**src/rtl/skolem_chk_pkg.sv**
```systemverilog
// Shared definitions for the Skolem sweep checker.
//   state_e  : sweep FSM states (idle, sweeping, done).
//   DefaultN : default number of universal inputs / existential outputs.
//   MaxN     : widest N supported by spec_ok (narrower vectors are zero-extended).
//   spec_ok  : the xor-implies relation ok(x, y).
package skolem_chk_pkg;

  localparam int unsigned DefaultN = 8;
  localparam int unsigned MaxN     = 32;

  typedef enum logic [1:0] {
    StIdle,
    StSweep,
    StDone
  } state_e;

  // ok(x, y): every x[k] implies y[k], and the XOR of all bits of {x, y} is 1.
  // Zero-extension is harmless: a 0 in x implies anything and adds nothing to parity.
  function automatic logic spec_ok(input logic [MaxN-1:0] x, input logic [MaxN-1:0] y);
    logic implies_ok;
    logic parity_ok;
    implies_ok = ((x & ~y) == '0);
    parity_ok  = ^{x, y};
    return implies_ok && parity_ok;
  endfunction

endpackage

```
**src/rtl/skolem_spec_eval.sv**
```systemverilog
// Combinational evaluator of the specification relation for one (x, y) pair.
// Kept as its own block so other generated benchmarks can swap in a different relation.
// Ports:
//   x_i  : assignment driven to the Skolem block
//   y_i  : Skolem block response
//   ok_o : 1 when (x_i, y_i) satisfies the relation
module skolem_spec_eval
  import skolem_chk_pkg::*;
#(
  parameter int unsigned N = DefaultN
) (
  input  logic [N-1:0] x_i,
  input  logic [N-1:0] y_i,
  output logic         ok_o
);

  always_comb begin
    ok_o = spec_ok(MaxN'(x_i), MaxN'(y_i));
  end

endmodule

```
**config.mk**
```make
export PLATFORM = sky130hd
export DESIGN_NAME = skolem_spec_eval
export DESIGN_NICKNAME = d
export VERILOG_FILES = /design/src/rtl/skolem_chk_pkg.sv /design/src/rtl/skolem_spec_eval.sv
export SDC_FILE = /design/constraint.sdc
export NUM_CORES = 1
export LEC_CHECK = 0
export ABC_AREA = 1
export ABC_CLOCK_PERIOD_IN_PS = 1600
export CAP_MARGIN = 10
export CORE_AREA = 2 2 39 41
export DETAILED_ROUTE_END_ITERATION = 8
export DIE_AREA = 0 0 41 43
export GPL_TIMING_DRIVEN = 0
export PLACE_DENSITY = 0.62
export SLEW_MARGIN = 30
export SYNTH_ARGS = -nofsm -noshare
export SYNTH_HDL_FRONTEND = slang
export SYNTH_SLANG_ARGS = --single-unit
```
**constraint.sdc**
```tcl
create_clock -name vclk -period 1.6
set_input_delay 0.48 -clock vclk [all_inputs]
set_output_delay 0.48 -clock vclk [all_outputs]
set_load 0.005 [all_outputs]
```
==> results of run 1 <==
==> repair_timing <==
action	in CTS	in global routing
pin swaps	22	12
setup endpoints to repair	1	1
cloned	0	0
gates resized for setup	116	11
hold endpoints to repair	0	0
==> where the power goes <==
part           total, mW  internal (mW)  switching (mW)
Clock                  0              0               0
Combinational      0.202         0.0994           0.103
Sequential             0              0               0
Total              0.202         0.0994           0.103
==> final timing paths <==
| check | start | endpoint | slack, ns | cells past startpoint |
|---|---|---|---|---|
| worst max-delay path | y_i[0] | ok_o | -0.17 | 11 |
| worst min-delay path | x_i[5] | ok_o | 1.44 | 7 |
==> worst min-delay path, stage by stage <==
cell and delay, ns:
buf_6 0.08, nand2_1 0.04, nand4_1 0.12, nor3_4 0.04, nand2_1 0.05, nor2_1 0.03, buf_2 0.11
==> routing by layer <==
layer / global-route usage / vias to the layer above / part of all wire
met5: 0 / - / 0
met4: 0 / 0 / 0
met3: 0 / 0 / 0.021
met2: 0.247 / 6 / 0.48
met1: 0.219 / 253 / 0.50
li1: - / 366 / -
==> area by class of cell <==
cell class	count	share of cell area
Timing Repair Buffer	17	0.277
Tap cell	16	0.0267
Multi-Input combinational cell	93	0.592
Inverter	21	0.105
==> cell usage after synthesis <==
library cell and number:
nand2_1 77, inv_1 19, nor2_1 10, inv_2 2, o22ai_1 2, xnor2_1 2, nand4_1 1, nor3_4 1
==> metrics by stage <==
step / hold WS, ns / std cells
3_3_place_gp: 2.23 / 147
3_5_place_dp: 2.24 / 147
4_1_cts: 1.46 / 147
6_report: 1.44 / 147
5_1_grt: 1.49 / 147
2_1_floorplan: 1.22 / 114
==> cells in the final DEF, fill, tap and decap left out <==
cell and count:
o22ai_1 2, buf_12 3, nor2_1 5, nand2_2 4, nor3_4 1, inv_2 12
nand2_1 70, xnor2_2 2, nor2_2 4, buf_2 1, buf_4 1, nand4_1 1
inv_1 9, nor2_4 1, buf_6 12, nand2_4 3
==> cells by family after synthesis <==
group,Yosys count
simple gates,89
compound gates,2
xor+xnor,2
buf+inv,21
==> results.json, run 1 <==
{
  "max_freq_mhz": 564,
  "tns_ns": -0.174,
  "viasPerCell": 4.25,
  "final_nets": 149,
  "antenna_found_initial": 0,
  "final_layout_size_suffix_gt1_frac": 0.336,
  "worst-path-max-fanout": 4,
  "gp_congestion": 0.816,
  "placed_area_um2": 648,
  "hold_viol": 0,
  "synth_warnings": 0,
  "synthCells": 114,
  "hold_path.class": "in -> out",
  "path_class": "in -> out",
  "synth_xor_area_frac": 0.0383,
  "violations": "setup timing",
  "syn2layout_area_growth_pct": 63.9,
  "wl_per_cell_um": 7.76,
  "worstPathCellList": "buf_6, nand2_4, inv_2, nor2_2, nand2_1, nand2_1, nand2_1, nand2_1, nor2_1, nor2_1, buf_2",
  "design_area_um2": 751,
  "io_pins": 17,
  "synth_area_leaders": "nand2_1 63%, inv_1 16%, nor2_1 8.2%",
  "dpl.hpwl_um": 941,
  "status": "finished, violations left",
  "synth_top_area_share": 0.631,
  "peakVddDrop_v": 0.000112,
  "slowest_stage": "buf_2",
  "avgSynthCellArea_um2": 4.02,
  "crit_family": "simple AND/OR/NAND/NOR gates",
  "grt_first_pass_wirelength_um": 1990,
  "tightest_slew_ns": 0.274,
  "syn_area_um2": 458,
  "die_width_um": 41,
  "crit_top_cell": "nand2_1",
  "antenna_violating_nets_post_route": 0,
  "yosysTopAreaCell": "nand2_1",
  "drt_iter0_drc": 7,
  "setup_viol": 1,
  "critPathBufInv": 3,
  "dieHeight_um": 43,
  "final.period_utilization": 1.11,
  "finish.utilization": 0.542,
  "cpPeakStageDelay_ns": 0.12,
  "postCtsSetupBuffers": 0,
  "fp-row-count": 14,
  "cts.hold.buffers_added": 0,
  "wirelength_um": 1140,
  "worst_setup_path_start_kind": "input port",
  "seq_area_um2": 0,
  "grt_pass1_vias": 539,
  "synth_top_family_by_area": "simple AND/OR/NAND/NOR gates",
  "cp-end-kind": "output port",
  "firstDrtPassIters": 4,
  "p_leak_nw": 0.492,
  "nClkBuffers": 0,
  "critical_path_arrival_ns": 1.29,
  "synth_compound_area_frac": 0.0273,
  "powerDensity_mw_per_mm2": 269,
  "drc": 0,
  "drv_slew": 0,
  "core_mm2": 0.00138,
  "initial_core_util": 0.331,
  "via_count": 625,
  "fin_ws_ns": -0.174,
  "synth_adder_area_share": 0,
  "synth-simple-area-share": 0.762,
  "dieArea_mm2": 0.00176,
  "syn-num-nets": 130,
  "ys_types": 8,
  "multi_input_area_um2": 444,
  "ys_seq_area_frac": 0,
  "cp.required_ns": 1.12,
  "dp_slack_ns": -1.08,
  "yosys-mux-area-fraction": 0,
  "port_buffers": 17,
  "relSlewSlack": 0.817,
  "n_antenna_cell": 0,
  "p_total_uw": 202,
  "fillCellCount": 165,
  "grt_max_degree": 6,
  "flops_and_latches": 0,
  "gr-total-overflow": 0,
  "track_usage": 0.148,
  "fin_crit_ns": 1.77,
  "rsz0062_at_grt": "yes",
  "maxCapViolations": 0
}
Note: power is estimated with default switching activity, not from simulation.
==> inputs of run 2 (changes only) <==
--- a/config.mk
+++ b/config.mk
@@ -12,7 +12,8 @@
 export DETAILED_ROUTE_END_ITERATION = 8
 export DIE_AREA = 0 0 41 43
 export GPL_TIMING_DRIVEN = 0
-export PLACE_DENSITY = 0.62
+export MAX_ROUTING_LAYER = met4
+export PLACE_DENSITY = 0.77
 export SLEW_MARGIN = 30
 export SYNTH_ARGS = -nofsm -noshare
 export SYNTH_HDL_FRONTEND = slang
==> run 2 against run 1 <==
  * The run still ends with setup timing left
  * Critical endpoint unchanged
  * Non-clock buffer count unchanged
  * Utilization is 0.63 points lower
  * Design area shrank 1.2%
  * Clock-buffer cell count is the same
  * Wire length up 4.6%
  * Via count is 8.0% higher
==> results.json, run 2 (synthesis gave the netlist of run 1 again) <==
{
  "fin_crit_ns": 1.80,
  "dieArea_mm2": 0.00176,
  "grt_first_pass_wirelength_um": 2040,
  "peakVddDrop_v": 0.000107,
  "fp-row-count": 14,
  "seq_area_um2": 0,
  "path_class": "in -> out",
  "wirelength_um": 1190,
  "die_width_um": 41,
  "hold_path.class": "in -> out",
  "slowest_stage": "buf_4",
  "gr-total-overflow": 0,
  "relSlewSlack": 0.819,
  "antenna_found_initial": 0,
  "critical_path_arrival_ns": 1.32,
  "final.period_utilization": 1.13,
  "grt_pass1_vias": 560,
  "track_usage": 0.157,
  "powerDensity_mw_per_mm2": 274,
  "firstDrtPassIters": 4,
  "syn2layout_area_growth_pct": 62.0,
  "viasPerCell": 4.59,
  "dpl.hpwl_um": 967,
  "antenna_violating_nets_post_route": 0,
  "setup_viol": 1,
  "port_buffers": 17,
  "initial_core_util": 0.331,
  "rsz0062_at_grt": "yes",
  "flops_and_latches": 0,
  "crit_top_cell": "nand2_1",
  "core_mm2": 0.00138,
  "violations": "setup timing",
  "cts.hold.buffers_added": 0,
  "maxCapViolations": 0,
  "fin_ws_ns": -0.204,
  "final_cell_mix": "61 x nand2_1, 13 x nand2_2, 10 x inv_2, 8 x inv_1, 7 x buf_6",
  "dp_slack_ns": -1.11,
  "n_antenna_cell": 0,
  "cp.required_ns": 1.12,
  "min_from": "x_i[6]",
  "gp_congestion": 0.761,
  "final_layout_size_suffix_gt1_frac": 0.405,
  "drv_slew": 0,
  "nClkBuffers": 0,
  "final_common_cell": "nand2_1",
  "via_count": 675,
  "worst_setup_path_start_kind": "input port",
  "grt_max_degree": 6,
  "worstPathCellList": "buf_4, nand2_1, nand2_2, nand2_1, nand2_1, nand2_1, nand2_1, nand2_1, nand2_1, nor2_1, buf_2",
  "whs_path_depth": 7,
  "cp-end-kind": "output port",
  "status": "finished, violations left",
  "multi_input_area_um2": 459,
  "tightest_slew_ns": 0.272,
  "p_leak_nw": 0.478,
  "io_pins": 17,
  "drt_iter0_drc": 13,
  "hold-path-endpoint": "ok_o",
  "max_freq_mhz": 554,
  "p_total_uw": 203,
  "dieHeight_um": 43,
  "drc": 0,
  "worst-path-max-fanout": 4,
  "wl_per_cell_um": 8.12,
  "cpPeakStageDelay_ns": 0.13,
  "final_nets": 149,
  "fillCellCount": 139,
  "hold_viol": 0
}
-- run 2: cell count changes in the layout (fill, tap and decap cells not counted), moves of 2 or more --
cell	delta
nand2_2	+9
buf_6	-5
nand2_1	-9
buf_4	+4
buf_8	+2
inv_2	-2
buf_12	-2
inv_4	+3
-- run 2: area by class of cell --
class                      count  share of cell area
timing repair buffer          17               0.238
tap                           16              0.0270
inverter                      21               0.116
multi-input combinational     93               0.619
-- run 2: power breakdown --
part	internal (mW)	leakage, nW	total (mW)	switching (mW)
Sequential	0	0	0	0
Combinational	0.0935	0.478	0.203	0.109
Clock	0	0	0	0
Total	0.0935	0.478	0.203	0.109
-- run 2: through the flow --
stage          utilization  instances  TNS, ns  area, µm²  hold slack (ns)
6_report             0.536        147   -0.204        742             1.45
5_1_grt              0.536        147   -0.292        742             1.49
4_1_cts              0.476        147   -0.195        658             1.46
3_5_place_dp         0.468        147    -1.11        648             2.22
3_3_place_gp         0.468        147    -1.08        648             2.23
2_1_floorplan            -        114        0        458             1.22
-- run 2: worst max path at each step --
stage                      start  endpoint  cells after the start
after floorplan           y_i[2]      ok_o                      9
after global placement    x_i[1]      ok_o                     12
after detailed placement  x_i[3]      ok_o                     12
after CTS                 x_i[2]      ok_o                     11
after global routing      x_i[4]      ok_o                     12
final                     x_i[5]      ok_o                     11
-- run 2: metal layers --
layer,share of wire,GRT usage
met5,0,-
met1,0.43,0.206
met2,0.54,0.256
met4,0.014,0.0400
met3,0.017,0
-- run 2: what timing repair did --
item | 4_1_cts | 5_1_grt
resized for setup | 106 | 30
pin swaps | 25 | 22
setup endpoints to repair | 1 | 1
buffers inserted | 0 | 0
-- run 2: worst max-delay path, delay by kind of cell --
kind,cells,cell delay (ns)
buffers and inverters,2,0.25
AND/OR/NAND/NOR,9,0.60
